**src/rtl/dice_roller_core.sv**
```systemverilog
// rtl/dice_roller_core.sv - debounced six-die roller producing a 2-digit BCD result
// Buttons are synchronised and debounced; the held die spins its value, coasts, then freezes.
module dice_roller_core #(
  parameter int DEB_CYCLES  = 64,
  parameter int SPIN_CYCLES = 1024,
  parameter int COUNT_UP    = 0
) (
  input  logic       clk,
  input  logic       rst_n,
  input  logic [5:0] btn,
  output logic [3:0] digit10,
  output logic [3:0] digit1,
  output logic [2:0] die_sel,
  output logic       rolling,
  output logic       result_valid
);

  localparam int CW = (DEB_CYCLES > 1) ? $clog2(DEB_CYCLES) : 1;
  localparam int SW = (SPIN_CYCLES > 0) ? $clog2(SPIN_CYCLES + 1) : 1;
  localparam logic [CW-1:0] DEB_LAST  = CW'(DEB_CYCLES - 1);
  localparam logic [SW-1:0] SPIN_LOAD = SW'(SPIN_CYCLES);

  typedef enum logic [1:0] {S_IDLE, S_ROLL, S_SPIN, S_DONE} state_t;

  // Die size in the same BCD encoding as the display; 100 shows as 00.
  function automatic logic [7:0] n_bcd(input logic [2:0] k);
    case (k)
      3'd0:    n_bcd = 8'h04;
      3'd1:    n_bcd = 8'h06;
      3'd2:    n_bcd = 8'h08;
      3'd3:    n_bcd = 8'h10;
      3'd4:    n_bcd = 8'h20;
      default: n_bcd = 8'h00;
    endcase
  endfunction

  function automatic logic [7:0] step_down(input logic [7:0] v, input logic [7:0] n);
    if (v == 8'h01)
      step_down = n;
    else if (v[3:0] == 4'd0)
      step_down = (v[7:4] == 4'd0) ? 8'h99 : {v[7:4] - 4'd1, 4'd9};
    else
      step_down = {v[7:4], v[3:0] - 4'd1};
  endfunction

  function automatic logic [7:0] step_up(input logic [7:0] v, input logic [7:0] n);
    if (v == n)
      step_up = 8'h01;
    else if (v[3:0] == 4'd9)
      step_up = (v[7:4] == 4'd9) ? 8'h00 : {v[7:4] + 4'd1, 4'd0};
    else
      step_up = {v[7:4], v[3:0] + 4'd1};
  endfunction

  logic [5:0]    sync1_q, sync1_d;
  logic [5:0]    sync2_q, sync2_d;
  logic [5:0]    deb_q, deb_d;
  logic [5:0]    deb_prev_q, deb_prev_d;
  logic [CW-1:0] cnt_q [6];
  logic [CW-1:0] cnt_d [6];
  state_t        state_q, state_d;
  logic [7:0]    value_q, value_d;
  logic [2:0]    sel_q, sel_d;
  logic          rolling_q, rolling_d;
  logic          valid_q, valid_d;
  logic [SW-1:0] spin_q, spin_d;

  logic [5:0]    rise;
  logic [2:0]    pick_idx;
  logic [7:0]    stepped;

  always_comb begin
    sync1_d    = btn;
    sync2_d    = sync1_q;
    deb_prev_d = deb_q;
    deb_d      = deb_q;
    for (int i = 0; i < 6; i++) begin
      cnt_d[i] = '0;
      if (sync2_q[i] != deb_q[i]) begin
        if (cnt_q[i] == DEB_LAST)
          deb_d[i] = sync2_q[i];
        else
          cnt_d[i] = cnt_q[i] + 1'b1;
      end
    end
  end

  // Edge detection is against last cycle's debounced level, so a held button never retriggers.
  always_comb begin
    rise     = deb_q & ~deb_prev_q;
    pick_idx = 3'd0;
    for (int i = 5; i >= 0; i--) begin
      if (rise[i])
        pick_idx = 3'(i);
    end
    stepped = (COUNT_UP != 0) ? step_up(value_q, n_bcd(sel_q))
                              : step_down(value_q, n_bcd(sel_q));
  end

  always_comb begin
    state_d   = state_q;
    value_d   = value_q;
    sel_d     = sel_q;
    rolling_d = rolling_q;
    valid_d   = 1'b0;
    spin_d    = spin_q;
    case (state_q)
      S_IDLE: begin
        if (|rise) begin
          state_d   = S_ROLL;
          sel_d     = pick_idx;
          value_d   = (COUNT_UP != 0) ? 8'h01 : n_bcd(pick_idx);
          rolling_d = 1'b1;
        end
      end
      S_ROLL: begin
        if (deb_q[sel_q]) begin
          value_d = stepped;
        end else if (SPIN_CYCLES == 0) begin
          state_d   = S_DONE;
          rolling_d = 1'b0;
          valid_d   = 1'b1;
        end else begin
          state_d = S_SPIN;
          spin_d  = SPIN_LOAD;
        end
      end
      S_SPIN: begin
        value_d = stepped;
        spin_d  = spin_q - 1'b1;
        if (spin_q == SW'(1)) begin
          state_d   = S_DONE;
          rolling_d = 1'b0;
          valid_d   = 1'b1;
        end
      end
      S_DONE: begin
        state_d = S_IDLE;
      end
      default: begin
        state_d = S_IDLE;
      end
    endcase
  end

  always_ff @(posedge clk) begin
    if (!rst_n) begin
      sync1_q    <= '0;
      sync2_q    <= '0;
      deb_q      <= '0;
      deb_prev_q <= '0;
      for (int i = 0; i < 6; i++)
        cnt_q[i] <= '0;
      state_q    <= S_IDLE;
      value_q    <= 8'h00;
      sel_q      <= 3'd0;
      rolling_q  <= 1'b0;
      valid_q    <= 1'b0;
      spin_q     <= '0;
    end else begin
      sync1_q    <= sync1_d;
      sync2_q    <= sync2_d;
      deb_q      <= deb_d;
      deb_prev_q <= deb_prev_d;
      for (int i = 0; i < 6; i++)
        cnt_q[i] <= cnt_d[i];
      state_q    <= state_d;
      value_q    <= value_d;
      sel_q      <= sel_d;
      rolling_q  <= rolling_d;
      valid_q    <= valid_d;
      spin_q     <= spin_d;
    end
  end

  assign digit10      = value_q[7:4];
  assign digit1       = value_q[3:0];
  assign die_sel      = sel_q;
  assign rolling      = rolling_q;
  assign result_valid = valid_q;

endmodule

```
**config.mk**
```make
export PLATFORM = sky130hd
export DESIGN_NAME = dice_roller_core
export DESIGN_NICKNAME = d
export VERILOG_FILES = /design/src/rtl/dice_roller_core.sv
export SDC_FILE = /design/constraint.sdc
export NUM_CORES = 1
export LEC_CHECK = 0
export ABC_AREA = 1
export CORE_MARGIN = 2
export CORE_UTILIZATION = 59
export CTS_CLUSTER_DIAMETER = 60
export DETAILED_ROUTE_END_ITERATION = 7
export GPL_TIMING_DRIVEN = 1
export PLACE_DENSITY = 0.76
export SYNTH_ARGS = -nofsm -noshare
export SYNTH_HDL_FRONTEND = slang
export SYNTH_SLANG_ARGS = --single-unit
```
**constraint.sdc**
```tcl
create_clock -name clk -period 1.6 [get_ports clk]
set_input_delay 0.32 -clock clk [delete_from_list [all_inputs] [get_ports clk]]
set_output_delay 0.32 -clock clk [all_outputs]
set_load 0.05 [all_outputs]
```
Word-level counts from Yosys, hierarchy flattened
Memories as Yosys holds them, arrays and structs flattened.
Index checks and enable logic that the tools add are counted.
{ "classes": {"addsub": 9, "multipliers": 0, "div": 0, "n_lt_le_gt_ge": 1, "n_eq_ne": 29, "shift": 0, "n_mux": 46, "bitwise": 8, "n_reduce_logical": 21} }
{ "op_table": {"columns": ["operator", "count"], "rows": [
  ["$mux 6", 18],
  ["$pmux 6 s5", 2],
  ["$mux 8", 5],
  ["$add 6x1->6 const B", 6],
  ["$eq 6x6->1 const B", 6],
  ["$pmux 8 s3", 1],
  ["$pmux 11 s2", 1],
  ["$mux 3", 6],
  ["$reduce_and 2->1", 9],
  ["$eq 3x2->1 const B", 4],
  ["$eq 11x1->1 const B", 1],
  ["$mux 11", 1],
  ["$sub 11x1->11 const B", 1],
  ["$reduce_and 3->1", 3],
  ["$eq 8x1->1 const B", 1],
  ["$logic_not 4->1", 2],
  ["$ne 2x2->1 const B", 4],
  ["$pmux 2 s4", 1],
  ["$sub 4x1->4 const B", 2],
  ["$and 6x6->6", 1],
  ["$eq 3x1->1 const B", 2],
  ["$eq 3x3->1 const B", 2],
  ["$logic_not 3->1", 2],
  ["$mux 1", 6],
  ["other kinds (13)", 27]
]} }
{ "totals": {"regBits": 50, "latchBits": 0, "ramBits": 36, "romBits": 0, "inputBits": 8, "output_inout_bits": 13, "elab_cells": 130, "memories": 1} }
{ "memory_table": {"columns": ["name", "words", "word_bits", "read_ports", "rd_ports_with_merged_regs", "wr", "line_no", "source"], "rows": [
  ["cnt_q", 6, 6, 6, 0, 6, "59", "logic [CW-1:0] cnt_q [6];"]
]} }

Logic depth before layout (Yosys ltp)
{ "logic_depth": {"word_depth": 12, "depth_mapped": 12, "mapped_depth_nobuf": 12} }

Worst setup path after synthesis
Ideal clock, no wire load.
{ "synth_timing": {"path_type": "reg-to-reg", "start": "reg value_q[4]", "end": "reg value_q[6]", "setup_time_ns": 0.113, "arrival_time_ns": 1.669, "required_ns": 1.487, "slack_ns": -0.182, "stages_incl_launch_ff": 11, "path_buffers": 0, "synth_period_minus_slack_ns": 1.782, "path_cell_list": "dfxtp_1 -> inv_1 -> ha_1 -> nand2_1 -> nor2_2 -> nand3_2 -> nand3_1 -> nand3_2 -> nand2_1 -> nand2_1 -> nor2_1"} }
{ "synth_between": {"elab_chain_len": 6, "word_cells_on_any_way": 8, "cone_classes": "1 x add/sub; 1 x eq/ne; 5 x mux; 1 x reduce/logical"} }
{ "synth_lines": {"columns": ["item", "line_no", "source"], "rows": [
  ["start: declaration", "62", "logic [7:0] value_q, value_d;"],
  ["start signal: assignment", "168", "value_q <= value_d;"],
  ["$sub 4x1->4 or $logic_not 4->1 (tied branches)", "41", "step_down = (v[7:4] == 4'd0) ? 8'h99 : {v[7:4] - 4'd1, 4'd9};"],
  ["$mux 8", "41", null],
  ["$mux 8", "40", "else if (v[3:0] == 4'd0)"],
  ["$mux 8 (*)", "38", "if (v == 8'h01)"],
  ["$mux 8", "117", "if (deb_q[sel_q]) begin"],
  ["$pmux 8 s3 (*)", "107", "case (state_q)"]
]} }
Mark *: on every way between the ends. The rest lies on a longest branch, timed or not. The select of a mux whose other input is x is not followed.
A chain may end at the register's enable or synchronous reset.

Worst setup path in the final report
{ "layout_timing": {"start": "reg value_q[5]", "end": "reg value_q[5]"} }
Same word-level chain as after synthesis.

==> impl_metrics.csv <==
group,metric,value,unit
pwr,switching_share,36.1,%
global_route,grt_pass1_wl,13.4,mm
floorplan,die_area,7460,µm²
logic_synthesis,mappedNetlistNets,587,
worst_setup_path,critPathKind,"flip-flop to flip-flop",
clocking,cts_sinks,86,
clocking,holdBufCountCts,0,
detailed_routing,vias,3569,
worst_setup_path,slowest_stage,"dfxtp_2",
logic_synthesis,synth_top_cell_by_area,"dfxtp_1",
layout,instances_no_fill,692,
logic_synthesis,netlist_instances,566,
logic_synthesis,yosysMostFrequentCell,"nand2_1",
worst_setup_path,path_cells,"inv_1 -> ha_2 -> nand2_1 -> nor2_4 -> buf_4 -> nor3_1 -> o21ai_0 -> nand2_1 -> nor2_1 -> nor2_1",
worst_setup_path,cp-end-kind,"flip-flop",
detailed_routing,wl_per_cell,11.4,µm
clocking,cts_buffer_depth,2,
layout,antenna_cells,0,
sta,drv_slew,0,
pwr,power,6.07,mW
logic_synthesis,synth.area.top_cells,"dfxtp_1 43%, nand2_1 12%, nor2_1 8.0%",
clocking,numCtsBuffers,9,
detailed_routing,ant_nets,0,
global_route,grt_max_degree,21,
sta,tightest_slew,0.472,ns
sta,slew_headroom,68.4,%
worst_setup_path,cp_top_family,"simple AND/OR/NAND/NOR gates",
detailed_routing,drt_first_pass_iters,5,
worst_setup_path,crit_path_start_kind,"flip-flop",
global_route,antenna_found_initial,0,
floorplan,die_width,86.4,µm
layout,drive_gt1_share,14.1,%
pwr,clkPwrFrac,26.1,%
sta,finalCritPeriodShare,96.9,%
sta,min_period,1.55,ns
clocking,clockRootBuffer,"clkbuf_8",
placement,dp_hpwl,5.58,mm
logic_synthesis,ys_types,31,
logic_synthesis,synth_flop_cell,"dfxtp_1",
placement,io_buffers,20,
floorplan,die_height,86.4,µm
status,status,"completed",
detailed_routing,drt_wl_total,7.86,mm
placement,dp_slack,-0.0935,ns
pwr,power.leakage,2.03,nW
worst_setup_path,cp.buffers_inverters,2,
clocking,cts_tree,"done",
global_route,grt.total_usage,22.1,%
logic_synthesis,syn-cell-area,4000,µm²
logic_synthesis,synthTopCellsByCount,"129 x nand2_1, 86 x dfxtp_1, 85 x nor2_1, 74 x inv_1, 40 x nand3_1",
sta,setup_viol_count_final,0,
floorplan,design.core.area,6680,µm²
placement,place.gp.congestion,0.841,
logic_synthesis,yosysTopAreaCellShare,43.0,%
pwr,p_comb_share,34.4,%
worst_setup_path,crit_path_max_fanout,3,
sta,hold_violations,0,
clocking,worstSkewPairLatency,0.36,ns
logic_synthesis,synth_warnings,0,
sta,fmax,645,MHz
logic_synthesis,synth.avg_cell_area,7.07,µm²
pwr,p_int,3.88,mW
detailed_routing,drcViolationCount,0,
logic_synthesis,synthArstFlopShare,0,%
flow_run,maxCapViolCount,0,
layout,area_growth,18.8,%
sta,finClkSkew,0.00733,ns
worst_setup_path,critPathRequiredTime,1.86,ns
pwr,netSwitchingPower,2.19,mW
worst_setup_path,arrival,1.81,ns
layout,fin_nets,628,
clocking,clk_pin_slew,0.09,ns
floorplan,initial_core_util,59.9,%
pwr,ir_drop,0.643,mV
pwr,p_seq_share,39.5,%
floorplan,ioPinCount,21,
detailed_routing,routed_via_density,5.16,
worst_setup_path,critPathMaxStageDelay,0.32,ns
global_route,overflow,0,
logic_synthesis,ys_ff_latch,86,
logic_synthesis,synth_edf_count,0,
hold_path,worst_hold_path_type,"flip-flop to flip-flop",
sta,finalWorstSetupSlack,0.0495,ns
sta,holdWs,0.418,ns
placement,dp.cells,675,
floorplan,row_count,30,
logic_synthesis,seq_area_frac_synth,43.0,%
global_route,first_global_vias,3251,
detailed_routing,drt_iter0_markers,146,
clocking,h-tree-depth,3,
layout,num-fill-cells,535,
pwr,cellPowerDensity,1280,nW/µm²
## cells by family after synthesis
| family | synth area share [%] |
|---|---|
| and+or+nand+nor | 31.9 |
| buffers and inverters | 8.82 |
| DFF | 43.0 |
| AOI/OAI and AO/OA | 9.82 |
| adders and majority gates | 4.06 |
| xor gates and xnor gates | 2.41 |
## per-stage QoR
| stage | utilization (%) | instance area (µm²) | TNS, ns |
|---|---|---|---|
| floorplan | - | 4010 | 0 |
| global placement | 66.8 | 4460 | 0 |
| detailed placement | 66.8 | 4460 | -0.304 |
| CTS | 69.9 | 4670 | 0 |
| global route | 71.2 | 4750 | -0.189 |
| finish | 71.2 | 4750 | 0 |
## worst min-delay path, stage by stage, from the launching register on
cell and delay (ns):
dfxtp_1 0.31, nand2_1 0.04, inv_1 0.04
## state kept, by name, indices dropped and copies added, names as in the netlist, 2 cells and up
| register | count |
|---|---|
| deb_prev_q | 6 |
| sync1_q | 6 |
| sync2_q | 6 |
| spin_q | 11 |
| deb_prev_d | 6 |
| value_q | 8 |
| die_sel | 3 |
| state_q | 2 |
| cnt_q | 36 |
## cells in the final DEF, fill, tap and decap left out, drive strengths merged
| cell | instances |
|---|---|
| a21oi | 41 |
| nor4 | 1 |
| nor3b | 7 |
| a21boi | 1 |
| nand4 | 10 |
| clkdlybuf4s50 | 7 |
| nand2 | 135 |
| o21bai | 1 |
| clkbuf | 10 |
| xnor2 | 9 |
| a31oi | 1 |
| dfxtp | 86 |
| clkinvlp | 4 |
| nor3 | 9 |
| inv | 78 |
| bufinv | 1 |
| ha | 13 |
| o211ai | 5 |
| nor2 | 87 |
| and2 | 1 |
| buf | 34 |
| nand3 | 45 |
| o21ai | 23 |
| o22ai | 1 |
| xor2 | 2 |
## path summary, 6_finish.rpt
check          endpoint  startpoint  slack [ns]  cells after the start
max          value_q[5]  value_q[5]        0.05                     10
min          sync2_q[4]  sync1_q[4]        0.42                      2
max reg2reg  value_q[5]  value_q[5]        0.05                     10
min reg2reg  sync2_q[4]  sync1_q[4]        0.42                      2
## layer usage
layer / vias to the layer above / wire, µm / track usage (%)
li1: 1888 / - / -
met1: 1597 / 3620 / 26.9
met2: 75 / 3800 / 38.5
met3: 9 / 349 / 4.86
met4: 0 / 95 / 7.81
met5: - / 0 / 0
## power groups by stage
| stage | registers [mW] | logic [mW] | clock network [mW] |
|---|---|---|---|
| final | 2.40 | 2.09 | 1.58 |
| after global routing | 2.42 | 2.32 | 1.71 |
| after CTS | 2.39 | 1.94 | 1.62 |
| after detailed placement | 2.44 | 1.92 | 0 |
| after global placement | 2.44 | 1.89 | 0 |
| after floorplan | 2.58 | 1.28 | 0 |
## timing repair
item	in CTS	in global routing
gates resized for setup	0	21
setup buffers	0	1
endpoints found under the setup margin	0	26
endpoints found under the hold margin	0	0
## final cells by class
cell class	instances	area (µm²)	area share, %
multi-input cells	392	2000	42.0
flip-flops and latches	86	1730	36.4
repair buffers	41	429	9.03
inverters	77	289	6.08
clock buffers	10	138	2.89
well taps	80	100	2.11
clock inverters	6	68.8	1.45
Note: power is estimated with default switching activity, not from simulation.
